### src/rtl/multicycle_step_sequencer_if.sv
// Instruction, flag, memory-ready and strobe bundle between the step sequencer
// (master) and the datapath it drives (slave).
interface multicycle_step_sequencer_if;
    logic [4:0] InsM;
    logic [2:0] InsCond;
    logic [1:0] InsL;
    logic       FlagC;
    logic       FlagZ;
    logic       Mem_Ready;
    logic [2:0] Cnt;
    logic       Buff_PC;
    logic       IR_Load;
    logic       PC_Inc;
    logic       PC_Load;
    logic       Reg_Write;
    logic       Mem_Read;
    logic       Mem_Write;
    logic       Flag_Write;
    logic       Link_Write;
    logic       Out_En;
    logic       Halted;
    logic       Illegal;
    logic       Mem_Err;

    modport master (
        input  InsM, InsCond, InsL, FlagC, FlagZ, Mem_Ready,
        output Cnt, Buff_PC, IR_Load, PC_Inc, PC_Load, Reg_Write, Mem_Read,
               Mem_Write, Flag_Write, Link_Write, Out_En, Halted, Illegal, Mem_Err
    );

    modport slave (
        output InsM, InsCond, InsL, FlagC, FlagZ, Mem_Ready,
        input  Cnt, Buff_PC, IR_Load, PC_Inc, PC_Load, Reg_Write, Mem_Read,
               Mem_Write, Flag_Write, Link_Write, Out_En, Halted, Illegal, Mem_Err
    );
endinterface

### src/rtl/multicycle_step_sequencer.sv
// Step sequencer for the multicycle core: owns Cnt, latches the instruction class
// at step 1 and emits per-step strobes. MULTICYCLE_ILLEGAL_TRAP_EN makes illegal opcodes halt.
module multicycle_step_sequencer #(
    parameter int MEM_TIMEOUT = 15
) (
    input  logic                          clk,
    input  logic                          Rst,
    multicycle_step_sequencer_if.master   bus
);
    localparam logic [3:0] CL_NOP  = 4'd0;
    localparam logic [3:0] CL_MOVI = 4'd1;
    localparam logic [3:0] CL_ALU  = 4'd2;
    localparam logic [3:0] CL_CMP  = 4'd3;
    localparam logic [3:0] CL_LDR  = 4'd4;
    localparam logic [3:0] CL_STR  = 4'd5;
    localparam logic [3:0] CL_JMP  = 4'd6;
    localparam logic [3:0] CL_JAL  = 4'd7;
    localparam logic [3:0] CL_BCC  = 4'd8;
    localparam logic [3:0] CL_BAL  = 4'd9;
    localparam logic [3:0] CL_OUT  = 4'd10;
    localparam logic [3:0] CL_HLT  = 4'd11;
    localparam logic [3:0] CL_ILL  = 4'd12;

    logic [2:0] r_cnt;
    logic [3:0] r_class;
    logic [2:0] r_cond;
    logic [7:0] r_wait;
    logic       r_halted;
    logic       r_mem_err;
`ifdef MULTICYCLE_ILLEGAL_TRAP_EN
    logic       r_illegal;
`endif

    logic [3:0] w_dec_class;
    logic [2:0] w_last_step;
    logic       w_active, w_c2, w_c3, w_c4;
    logic       w_mem_step, w_timeout, w_stall, w_last, w_taken;

    always_comb begin
        w_dec_class = CL_ILL;
        case (bus.InsM)
            5'b00000, 5'b00111, 5'b01000: w_dec_class = CL_ALU;
            5'b00001, 5'b00010, 5'b01011: w_dec_class = CL_MOVI;
            5'b00011, 5'b00100:           w_dec_class = CL_LDR;
            5'b00101:                     w_dec_class = CL_STR;
            5'b00110: begin
                if (bus.InsL == 2'b00)      w_dec_class = CL_STR;
                else if (bus.InsL == 2'b01) w_dec_class = CL_CMP;
            end
            5'b10000, 5'b10011:           w_dec_class = CL_JMP;
            5'b10001, 5'b10010:           w_dec_class = CL_JAL;
            5'b11000:                     w_dec_class = CL_BCC;
            5'b11001:                     w_dec_class = CL_BAL;
            5'b11100: begin
                if (bus.InsL == 2'b00)      w_dec_class = CL_OUT;
                else if (bus.InsL == 2'b01) w_dec_class = CL_HLT;
            end
            default:                      w_dec_class = CL_ILL;
        endcase
    end

    always_comb begin
        w_last_step = 3'd2;
        case (r_class)
            CL_ALU, CL_STR, CL_JAL: w_last_step = 3'd3;
            CL_LDR:                 w_last_step = 3'd4;
            default:                w_last_step = 3'd2;
        endcase
    end

    always_comb begin
        w_taken = 1'b0;
        case (r_cond)
            3'b000:  w_taken = !bus.FlagZ;
            3'b001:  w_taken = bus.FlagZ;
            3'b010:  w_taken = bus.FlagC;
            3'b011:  w_taken = !bus.FlagC;
            default: w_taken = 1'b0;
        endcase
    end

    // Reset also gates strobes so an aborted instruction drops everything at once
    assign w_active   = !Rst && !r_halted;
    assign w_c2       = w_active && (r_cnt == 3'd2);
    assign w_c3       = w_active && (r_cnt == 3'd3);
    assign w_c4       = w_active && (r_cnt == 3'd4);
    assign w_mem_step = (r_cnt == 3'd3) && ((r_class == CL_LDR) || (r_class == CL_STR));
    assign w_timeout  = (MEM_TIMEOUT != 0) && (r_wait == 8'(MEM_TIMEOUT - 1));
    assign w_stall    = w_mem_step && !bus.Mem_Ready && !w_timeout;
    assign w_last     = (r_cnt >= 3'd2) && (r_cnt >= w_last_step);

    assign bus.Cnt        = r_cnt;
    assign bus.IR_Load    = w_active && (r_cnt == 3'd0);
    assign bus.PC_Inc     = w_active && (r_cnt == 3'd0);
    assign bus.PC_Load    = (w_c2 && ((r_class == CL_JMP) || (r_class == CL_BAL) ||
                                      ((r_class == CL_BCC) && w_taken)))
                          || (w_c3 && (r_class == CL_JAL));
    assign bus.Reg_Write  = (w_c2 && (r_class == CL_MOVI)) || (w_c3 && (r_class == CL_ALU))
                          || (w_c4 && (r_class == CL_LDR));
    assign bus.Mem_Read   = w_c3 && (r_class == CL_LDR);
    assign bus.Mem_Write  = w_c3 && (r_class == CL_STR);
    assign bus.Flag_Write = w_c2 && ((r_class == CL_ALU) || (r_class == CL_CMP));
    assign bus.Link_Write = w_c2 && (r_class == CL_JAL);
    assign bus.Out_En     = w_c2 && (r_class == CL_OUT);
    assign bus.Halted     = r_halted;
    assign bus.Mem_Err    = r_mem_err;
`ifdef MULTICYCLE_ILLEGAL_TRAP_EN
    assign bus.Buff_PC    = w_active && w_last && !w_stall && (r_class != CL_ILL);
    assign bus.Illegal    = r_illegal;
`else
    assign bus.Buff_PC    = w_active && w_last && !w_stall;
    assign bus.Illegal    = w_c2 && (r_class == CL_ILL);
`endif

    always_ff @(posedge clk or posedge Rst) begin
        if (Rst) begin
            r_cnt     <= 3'd0;
            r_class   <= CL_NOP;
            r_cond    <= 3'd0;
            r_wait    <= 8'd0;
            r_halted  <= 1'b0;
            r_mem_err <= 1'b0;
`ifdef MULTICYCLE_ILLEGAL_TRAP_EN
            r_illegal <= 1'b0;
`endif
        end else if (!r_halted) begin
            if (r_cnt == 3'd1) begin
                r_class <= w_dec_class;
                r_cond  <= bus.InsCond;
            end
            if (w_stall) begin
                r_wait <= r_wait + 8'd1;
            end else begin
                r_wait <= 8'd0;
                r_cnt  <= w_last ? 3'd0 : r_cnt + 3'd1;
            end
            // A timed-out access still completes the step, but leaves a sticky mark
            if (w_mem_step && !bus.Mem_Ready && w_timeout)
                r_mem_err <= 1'b1;
            if ((r_cnt == 3'd2) && (r_class == CL_HLT))
                r_halted <= 1'b1;
`ifdef MULTICYCLE_ILLEGAL_TRAP_EN
            if ((r_cnt == 3'd2) && (r_class == CL_ILL)) begin
                r_halted  <= 1'b1;
                r_illegal <= 1'b1;
            end
`endif
        end
    end
endmodule

### src/flat_wrapper.sv
// flat-port wrapper written by rule: the top's interface ports become plain ports
module multicycle_step_sequencer_flat 
#(
    parameter int MEM_TIMEOUT = 15
)
  (clk, Rst, bus_InsM, bus_InsCond, bus_InsL, bus_FlagC, bus_FlagZ, bus_Mem_Ready, bus_Cnt, bus_Buff_PC, bus_IR_Load, bus_PC_Inc, bus_PC_Load, bus_Reg_Write, bus_Mem_Read, bus_Mem_Write, bus_Flag_Write, bus_Link_Write, bus_Out_En, bus_Halted, bus_Illegal, bus_Mem_Err);
  multicycle_step_sequencer_if bus_i ();
  input  logic clk;
  input  logic Rst;
  input wire logic [$bits(bus_i.InsM)-1:0] bus_InsM;
  input wire logic [$bits(bus_i.InsCond)-1:0] bus_InsCond;
  input wire logic [$bits(bus_i.InsL)-1:0] bus_InsL;
  input wire logic [$bits(bus_i.FlagC)-1:0] bus_FlagC;
  input wire logic [$bits(bus_i.FlagZ)-1:0] bus_FlagZ;
  input wire logic [$bits(bus_i.Mem_Ready)-1:0] bus_Mem_Ready;
  output wire logic [$bits(bus_i.Cnt)-1:0] bus_Cnt;
  output wire logic [$bits(bus_i.Buff_PC)-1:0] bus_Buff_PC;
  output wire logic [$bits(bus_i.IR_Load)-1:0] bus_IR_Load;
  output wire logic [$bits(bus_i.PC_Inc)-1:0] bus_PC_Inc;
  output wire logic [$bits(bus_i.PC_Load)-1:0] bus_PC_Load;
  output wire logic [$bits(bus_i.Reg_Write)-1:0] bus_Reg_Write;
  output wire logic [$bits(bus_i.Mem_Read)-1:0] bus_Mem_Read;
  output wire logic [$bits(bus_i.Mem_Write)-1:0] bus_Mem_Write;
  output wire logic [$bits(bus_i.Flag_Write)-1:0] bus_Flag_Write;
  output wire logic [$bits(bus_i.Link_Write)-1:0] bus_Link_Write;
  output wire logic [$bits(bus_i.Out_En)-1:0] bus_Out_En;
  output wire logic [$bits(bus_i.Halted)-1:0] bus_Halted;
  output wire logic [$bits(bus_i.Illegal)-1:0] bus_Illegal;
  output wire logic [$bits(bus_i.Mem_Err)-1:0] bus_Mem_Err;
  assign bus_i.InsM = bus_InsM;
  assign bus_i.InsCond = bus_InsCond;
  assign bus_i.InsL = bus_InsL;
  assign bus_i.FlagC = bus_FlagC;
  assign bus_i.FlagZ = bus_FlagZ;
  assign bus_i.Mem_Ready = bus_Mem_Ready;
  assign bus_Cnt = bus_i.Cnt;
  assign bus_Buff_PC = bus_i.Buff_PC;
  assign bus_IR_Load = bus_i.IR_Load;
  assign bus_PC_Inc = bus_i.PC_Inc;
  assign bus_PC_Load = bus_i.PC_Load;
  assign bus_Reg_Write = bus_i.Reg_Write;
  assign bus_Mem_Read = bus_i.Mem_Read;
  assign bus_Mem_Write = bus_i.Mem_Write;
  assign bus_Flag_Write = bus_i.Flag_Write;
  assign bus_Link_Write = bus_i.Link_Write;
  assign bus_Out_En = bus_i.Out_En;
  assign bus_Halted = bus_i.Halted;
  assign bus_Illegal = bus_i.Illegal;
  assign bus_Mem_Err = bus_i.Mem_Err;
  multicycle_step_sequencer #(.MEM_TIMEOUT(MEM_TIMEOUT)) u_core (.clk(clk), .Rst(Rst), .bus(bus_i));
endmodule
### config.mk
export PLATFORM = sky130hd
export DESIGN_NAME = multicycle_step_sequencer_flat
export DESIGN_NICKNAME = d
export VERILOG_FILES = /design/src/rtl/multicycle_step_sequencer_if.sv /design/src/rtl/multicycle_step_sequencer.sv /design/src/flat_wrapper.sv
export SDC_FILE = /design/constraint.sdc
export NUM_CORES = 1
export LEC_CHECK = 0
export CAP_MARGIN = 20
export CELL_PAD_IN_SITES_DETAIL_PLACEMENT = 1
export CELL_PAD_IN_SITES_GLOBAL_PLACEMENT = 1
export CORE_ASPECT_RATIO = 1.25
export CORE_MARGIN = 2
export CORE_UTILIZATION = 34
export DETAILED_ROUTE_END_ITERATION = 6
export MAX_ROUTING_LAYER = met4
export PLACE_DENSITY = 0.72
export SETUP_SLACK_MARGIN = 0.02
export SLEW_MARGIN = 15
export SYNTH_ARGS = -nofsm -noshare
export SYNTH_HDL_FRONTEND = slang
export SYNTH_SLANG_ARGS = --single-unit
### constraint.sdc
create_clock -name clk -period 2.4 [get_ports clk]
set_clock_uncertainty 0.2 [all_clocks]
set_input_delay 0.48 -clock clk [delete_from_list [all_inputs] [get_ports clk]]
set_output_delay 0.48 -clock clk [all_outputs]
set_load 0.01 [all_outputs]
---- Word-level counts from Yosys, hierarchy flattened ----
Index checks and enable logic that the tools add are counted.
word-level totals
  register bits after elaboration ......... 20
  input bits .............................. 15
  output and inout bits ................... 16
  logic and storage cells ................. 112
cells by class
  $add $sub $neg .......................... 2
  magnitude comparators ................... 2
  eq/ne operators ......................... 37
  muxes and demuxes ....................... 11
  bitwise operators ....................... 2
  reductions and logical operators ........ 52
operator list
  cell                                           number
  one-hot mux 4 bit (10 select lines)            1
  == test 5 bit, second input constant           7
  logical AND 1 bit                              25
  == test 4 bit, second input constant           5
  == test 5 x 3 -> 1 bit, second input constant  4
  == test 4 x 3 -> 1 bit, second input constant  4
  == test 3 x 2 -> 1 bit, second input constant  4
  2-to-1 mux 4 bit                               3
  == test 5 x 2 -> 1 bit, second input constant  2
  == test 5 x 4 -> 1 bit, second input constant  2
  OR reduction 3 bit                             3
  adder 8 x 1 -> 8 bit, second input constant    1
  == test 4 x 2 -> 1 bit, second input constant  2
  == test 8 x 4 -> 1 bit, second input constant  1
  2-to-1 mux 8 bit                               1
  zero test 1 bit                                7
  logical OR 1 bit                               7
  == test 3 x 1 -> 1 bit, second input constant  2
  zero test 3 bit                                2
  2-to-1 mux 3 bit                               2
  one-hot mux 3 bit (2 select lines)             1
  AND reduction 2 bit                            3
  OR reduction 2 bit                             3
  == test 5 x 1 -> 1 bit, second input constant  1
  other kinds (11)                               13

---- Depth between registers and ports, before layout ----
Gate-level depths: netlist (run 1).
  depth after elaboration ................. 7
  depth in mapped cells ................... 10

---- Worst setup path after synthesis (run 1) ----
OpenSTA, ideal clock, no wires.
  path kind ............................... reg2out
  start ................................... reg u_core.r_class[1]
  end ..................................... out bus_Buff_PC
  arrival time ............................ 1.853 ns
  data required time ...................... 1.720 ns
  path slack .............................. -0.133 ns
  stages on the path, launching flop included .. 11
  path buffers ............................ 1
  cells stage by stage .................... dfrtp_1 -> buf_2 -> nand2b_1 -> nor2_1 -> a21oi_1 -> nor2_1 -> ha_1 -> nand2b_1 -> a211oi_1 -> or4_1 -> a21oi_1
between the ends
  word-level cells in the longest chain between the ends .. 7
  elaborated cells on any way between the ends .. 15
  classes of those cells .................. order compare (1); eq/ne (4); mux (1); reduce/logical (9)
RTL lines
  element                                                                         line                                                              text
  from (decl)                                                                     multicycle_step_sequencer.sv:25                                   logic [3:0] r_class;
  from (signal assigned)                                                          multicycle_step_sequencer.sv:128                                  r_class <= w_dec_class;
  == test 4 x 2 -> 1 bit (tied with other cells)                                  multicycle_step_sequencer.sv:64                                   case (r_class)
  OR reduction 3 bit / logical OR 1 bit (equally long branches)                   multicycle_step_sequencer.sv:64, multicycle_step_sequencer.sv:87
  one-hot mux 3 bit (2 select lines) / logical AND 1 bit (equally long branches)  multicycle_step_sequencer.sv:64, multicycle_step_sequencer.sv:87
  >= comparator 3 bit / logical AND 1 bit (equally long branches)                 multicycle_step_sequencer.sv:90, multicycle_step_sequencer.sv:89
  logical AND 1 bit (on tied branches)                                            multicycle_step_sequencer.sv:90, multicycle_step_sequencer.sv:89
  logical AND 1 bit / zero test 1 bit (equally long branches)                     multicycle_step_sequencer.sv:111                                  assign bus.Buff_PC = w_active && w_last && !w_stall;
  logical AND 1 bit (*)                                                           multicycle_step_sequencer.sv:111
  to (decl)                                                                       flat_wrapper.sv:17                                                output wire logic [$bits(bus_i.Buff_PC)-1:0] bus_Buff_PC;
Mark *: on every way between the ends. The rest lies on a longest branch, timed or not.

---- Worst setup path after layout (run 1) ----
  start ................................... reg u_core.r_class[2]
  end ..................................... out bus_Buff_PC
The elaborated chain is that of the path after synthesis.

==> results of run 1 <==
-- registers in the layout, summed over array words and instances, names as in the netlist --
name / count
u_core.r_class: 4
u_core.bus.Halted: 1
u_core.r_wait: 8
u_core.bus.Cnt: 3
u_core.bus.Mem_Err: 1
u_core.r_cond: 3
-- layer usage --
| metal | vias to the layer above | track usage | part of all wire |
|---|---|---|---|
| met5 | - | - | 0 |
| met4 | 0 | 0.06170 | 0.010 |
| met3 | 4 | 0.01975 | 0.017 |
| met2 | 29 | 0.4281 | 0.55 |
| met1 | 844 | 0.2774 | 0.42 |
| li1 | 808 | - | - |
-- cell usage after synthesis (all sizes together), types with 4 or more instances --
library cell,instances,area (µm²)
clkbuf,7,26.28
nor3,6,30.03
nand3,14,70.07
nand2,22,82.58
mux2i,4,40.04
buf,5,38.78
nor2,21,81.33
nand4,4,25.02
a21oi,9,56.31
inv,7,26.28
ha,10,125.1
o21ai,6,30.03
dfrtp,20,500.5
nand2b,4,25.02
-- metrics by stage --
stage	utilization	cell area (µm²)	total power, µW
4_1_cts	0.5349	2367	2272
3_5_place_dp	0.4886	2162	1741
5_1_grt	0.5411	2395	2505
6_report	0.5411	2395	2348
3_3_place_gp	0.4886	2162	1663
2_1_floorplan	-	1579	1118
-- power groups by stage --
stage          logic (µW)  registers [µW]  clock network [µW]
3_5_place_dp         1230             513                   0
3_3_place_gp         1160             504                   0
5_1_grt              1610             529                 366
4_1_cts              1400             512                 358
6_report             1470             519                 355
2_1_floorplan         594             523                   0
-- cells in the final DEF (no fill, tap or decap), types with 3 or more instances in the layout --
cell type / n
nand3_1: 14
a22o_1: 3
nor3_1: 4
buf_4: 39
nor2_4: 4
and3_1: 3
buf_6: 10
nand4_1: 4
clkdlybuf4s50_1: 18
xor2_1: 3
clkbuf_8: 3
buf_2: 5
ha_1: 7
nand2b_1: 3
nand2_1: 22
mux2i_1: 4
o21ai_0: 6
nor2_1: 15
clkbuf_2: 3
dfrtp_1: 19
a21oi_1: 6
inv_1: 5
-- what timing repair did --
item / in CTS / in global routing
hold endpoints to repair: 0 / 0
setup buffers: 10 / 1
pin swaps: 9 / 5
gates resized for setup: 65 / 14
setup endpoints to repair: 11 / 11
-- area by class of cell --
type / instances / area share
inverter: 7 / 0.01097
timing repair buffer: 76 / 0.2649
clock buffer: 3 / 0.01724
sequential: 20 / 0.2095
multi-input combinational: 147 / 0.4545
clock inverter: 1 / 0.01254
tap: 58 / 0.03030
-- path summary, 6_finish.rpt --
| path | start | to | slack (ns) |
|---|---|---|---|
| min reg2reg | u_core.bus.Mem_Err | u_core.bus.Mem_Err | 0.26 |
| max in group asynchronous | Rst | u_core.bus.Halted | 1.48 |
| max reg2reg | u_core.r_class[2] | u_core.bus.Cnt[1] | 0.20 |
| min | u_core.bus.Mem_Err | u_core.bus.Mem_Err | 0.26 |
| max | u_core.r_class[2] | bus_Buff_PC | -0.47 |
| min in group asynchronous | Rst | u_core.bus.Cnt[1] | 0.30 |
-- cells by family (layout without fill, tap and decap cells) --
| family | after synthesis | in the layout |
|---|---|---|
| compound gates | 36 | 36 |
| xor+xnor | 3 | 3 |
| fa+ha+maj | 10 | 10 |
| buf+inv | 19 | 87 |
| flops | 20 | 20 |
| mux | 4 | 4 |
| simple gates | 94 | 94 |
==> metrics.txt, run 1 <==
cell-internal power 1396 µW; synthesized instance count 186; layout cells sized above 1 0.3504; Seq pwr share 0.221; Sink Count 20; Synth warnings 0; DP Worst Slack -0.7730 ns; P&R area growth vs syn 53.24%; Synth Area per Inst between 8 and 9 µm²; ys flop type dfrtp_1; Syn Std Cell Area 1563 µm²; CP max FO 4; initial antenna violation count 0; post-synthesis async set-or-reset flop share 1.000; final setup fails 8; Pins Over Slew Limit 0; fin crit period 2.872 ns; H-tree depth 1; layout net count 280; Worst path depth 10; Max Freq 348.2 MHz; count of different cell masters after synthesis 48; Post-Synth XOR/XNOR Area 0.01681; hold_buf cts 0; Reg area 501.7 µm²; clk_lat worst skew 0.27 ns; number of max-cap violations 0; DRT antenna net count 0; Post-Syn Nets 211; number of enable flip-flop cells after synthesis 0; crit path DAT 2.19 ns; clock-pin slew on the worst setup and hold paths 0.09 ns; Power Density 980.4 nW/µm²; most frequent CP cell nor2_1; Worst Path Class, Setup flop to output pin; root buf cell clkbuf_8; Row Count 27; number of synthesized register bits 20; crit path max-delay cell type dfrtp_1; Psw 952.1 µW; area of the multi-input gates 1089 µm²; R2R cell count 10; Hold WS 0.2599 ns; Simple-Gate Fraction of Synth Area 0.3315; Routed WL per cell 18.22 µm; first-pass GRT wire length 9.163 mm; initial core utilization 0.3531; largest net degree at the start of global routing 16; leak pwr ~0.0011 µW; CTS buffer count 3; GRT overflow 0; Detail Placement HPWL 3.706 mm; CTS tree done; min-delay worst type flop to flop; Remaining DRCs 0; mux share of post-synthesis cell area 0.02562; Fin Setup TNS -1.455 ns; slew margin rel. 0.7194; worst-margin pin slew 0.4195 ns; Seq/Total Area, Yosys 0.3203; Vias/cell 5.401; Worst Setup End Kind output pin; PortBufs 30; Clk pwr share 0.151; compound-cell area share of the yosys netlist 0.1673; failing checks setup timing; routability cong. 0.7470; CP bufs+invs 1; Sw Share 0.4055; Crit path max-delay family simple AND/OR/NAND/NOR gates; combinational family with the most area after synthesis simple AND/OR/NAND/NOR gates; Die ar. 5158 µm²; Iteration-0 DRC Markers 69; Worst VDD drop approximately 0.00054 V; Post-Synth Adder-Cell Area 0.08006; final wirelength 5.684 mm; antenna diode count 0; launching element type of the critical path flop; worst-path cell chain nand2b_4, nor2_1, a21oi_1, nor2_1, ha_1, nand2b_1, a211oi_1, or4_1, a21oi_2, buf_2; Inst Count DP 299; Die Wd 64.64 µm; final period utilization 1.197; Finished Layout Cells 312; Worst path max stage delay between 0.4 and 0.5 ns; # IOs 31; Clock Path Buffers 2; 1st-pass router iterations 4; Critical Path RT 1.72 ns; outcome finished, violations left; Fin. Hold Viols 0; routed vias 1685; die height between 70 and 80 µm; total global-route track usage 0.2350; Fillers roughly 530; Core Area roughly 4400 µm²; WHS Path Cells 1; Worst Slack Setup Final -0.4718 ns; vias in the first global route 1873; RSZ-0062 raised after global routing yes; Combinational Power Share 0.628
(Power assumes the default switching activity.)
==> inputs of run 2 (changes only) <==
Settings changed: CORE_ASPECT_RATIO 1.25 to 1.4.
==> metrics.txt, run 2 (synthesis gave the netlist of run 1 again) <==
Worst path max stage delay 0.49 ns (+0.07 ns); Sw Share 0.4044 (-0.001131); final period utilization 1.215 (+0.01817); Fillers 528 (-0.94%); Combinational Power Share 0.636 (+0.008); Pins Over Slew Limit 0 (unchanged); # IOs 31 (unchanged); cell-internal power 1430 µW (+2.4%); Vias/cell 5.395 (-0.11%); number of max-cap violations 0 (unchanged); die height 84.22 µm (+5.5%); worst-path cell chain nor2_2, nand2_1, ha_1, o32ai_1, or4_4, a21oi_2, buf_2; CP max FO 5 (+1); launching element type of the critical path flop; layout cells sized above 1 0.3452 (-0.005156); Critical Path RT 1.72 ns (about the same); worst reg-to-reg setup slack 0.17 ns (-0.03 ns); Core Area 4463 µm² (+0.85%); most common cell after layout, fill and taps aside buf_4; P&R area growth vs syn 54.44%; Sink Count 20 (unchanged); Die ar. 5162 µm² (about the same); Largest register FFs 8 (unchanged); DRT antenna net count 0 (unchanged); initial antenna violation count 0 (unchanged); worst-margin pin slew 0.4274 ns (+0.007912 ns); Worst Setup End Kind output pin; min-delay worst type primary input to async pin; Worst VDD drop 0.0005035 V (-7.4%); Worst Path Class, Setup flop to output pin; fin crit period 2.915 ns (+0.04360 ns); antenna diode count 0 (unchanged); Die Wd 61.30 µm (-5.2%); GRT overflow 0 (unchanged); first-pass GRT wire length 8.845 mm (-3.5%); H-tree depth 1 (unchanged); Remaining DRCs 0 (unchanged); largest net degree at the start of global routing 14 (-2); PortBufs 30 (unchanged); initial core utilization 0.3502 (-0.002970); routability cong. 0.8148 (+9.1%); failing checks setup timing; slew margin rel. 0.7141 (-0.005291); Hold WS 0.2406 ns (-0.01921 ns); CTS tree done; routed vias 1694 (+0.53%); clk_lat worst skew 0.28 ns (about the same); Max Freq 343.0 MHz (-1.5%); Crit path max-delay family simple AND/OR/NAND/NOR gates; largest registers u_core.r_wait x8, u_core.r_class x4; Clk pwr share 0.147 (-0.004); leak pwr 0.001136 µW (+1.1%); clock-pin slew on the worst setup and hold paths 0.07 ns (-0.02 ns); root buf cell clkbuf_8; CP bufs+invs 1 (unchanged); layout net count 278 (-0.71%); Inst Count DP 302 (+1.0%); final wirelength 5.598 mm (-1.5%); crit path max-delay cell type or4_4; 1st-pass router iterations 6 (+2); Seq pwr share 0.216 (-0.005); Routed WL per cell 17.83 µm (-2.1%); Finished Layout Cells 314 (+0.64%); Worst Slack Setup Final -0.5154 ns (-0.04360 ns); final setup fails 8 (unchanged); crit path DAT 2.24 ns (+0.05 ns); vias in the first global route 1923 (+2.7%); RSZ-0062 raised after global routing yes; CTS buffer count 3 (unchanged); total global-route track usage 0.2330 (-0.002043); Detail Placement HPWL 4.011 mm (+8.2%); Fin. Hold Viols 0 (unchanged); Biggest register u_core.r_wait; Power Density 994.6 nW/µm² (+1.5%); outcome finished, violations left; commonest non-fill, non-tap cells in the layout 36 x buf_4, 22 x nand2_1, 20 x dfrtp_1; Psw 970.8 µW (+2.0%); Iteration-0 DRC Markers 101 (+46%); Clock Path Buffers 2 (unchanged); Row Count 29 (+7.4%)
[run 2: cell count changes in the layout (fill, tap and decap cells not counted), sizes merged]
cell	previous run	this run
clkbuf	6	3
buf	54	53
dlygate4sd2	1	3
[run 2: area by class of cell]
type | count | area [µm²] | area share
clock buffers | 3 | 41.29 | 0.01711
clock inverters | 1 | 30.03 | 0.01244
inverters | 7 | 31.28 | 0.01296
multi-input cells | 147 | 1109 | 0.4593
flip-flops and latches | 20 | 500.5 | 0.2074
well taps | 62 | 77.57 | 0.03214
repair buffers | 74 | 624.3 | 0.2587
[run 2: per-stage QoR]
| stage | TNS [ns] | area, µm² | setup slack (ns) | utilization | power (µW) |
|---|---|---|---|---|---|
| floorplan | -0.05125 | 1579 | -0.05125 | - | 1118 |
| global placement | -5.357 | 2160 | -0.7566 | 0.4839 | 1675 |
| detailed placement | -5.388 | 2160 | -0.7463 | 0.4839 | 1739 |
| CTS | -1.887 | 2300 | -0.4846 | 0.5153 | 2205 |
| global route | -2.784 | 2414 | -0.6051 | 0.5408 | 2551 |
| finish | -2.169 | 2414 | -0.5154 | 0.5408 | 2401 |
[run 2: per-layer routing]
metal / GRT usage / up-vias / share of wire
li1: - / 802 / -
met1: 0.2234 / 849 / 0.35
met2: 0.4565 / 31 / 0.61
met3: 0.009245 / 12 / 0.019
met4: 0.08300 / 0 / 0.023
met5: - / - / 0
[run 2: worst paths after layout]
kind | start | endpoint | cells after the start
max reg2reg | u_core.r_class[2] | u_core.bus.Cnt[0] | 10
min reg2reg | u_core.bus.Mem_Err | u_core.bus.Mem_Err | 1
min | Rst | u_core.bus.Halted | 3
min in group clk | u_core.bus.Mem_Err | u_core.bus.Mem_Err | 1
max in group asynchronous | Rst | u_core.r_wait[1] | 4
max | u_core.r_class[0] | bus_Buff_PC | 7
[run 2: worst reg2reg max path, stage by stage (launching register included)]
cell      delay (ns)
dfrtp_1         0.44
nand2b_4        0.17
nor2_2          0.09
a21oi_2         0.04
nor2_1          0.13
ha_1            0.24
nand2b_4        0.15
a211oi_4        0.26
buf_4           0.16
o21ai_0         0.08
mux2i_1         0.18
[run 2: power by group through the flow]
stage | clock network [µW] | registers [µW] | logic, µW
floorplan | 0 | 523 | 594
global placement | 0 | 508 | 1170
detailed placement | 0 | 516 | 1220
CTS | 355 | 504 | 1350
global route | 372 | 530 | 1650
finish | 353 | 520 | 1530
[run 2: repair_timing]
item	in CTS	in global routing
pin swaps	2	5
setup endpoints to repair	11	13
buffers inserted	5	6
hold buffers	0	0
resized for setup	60	21
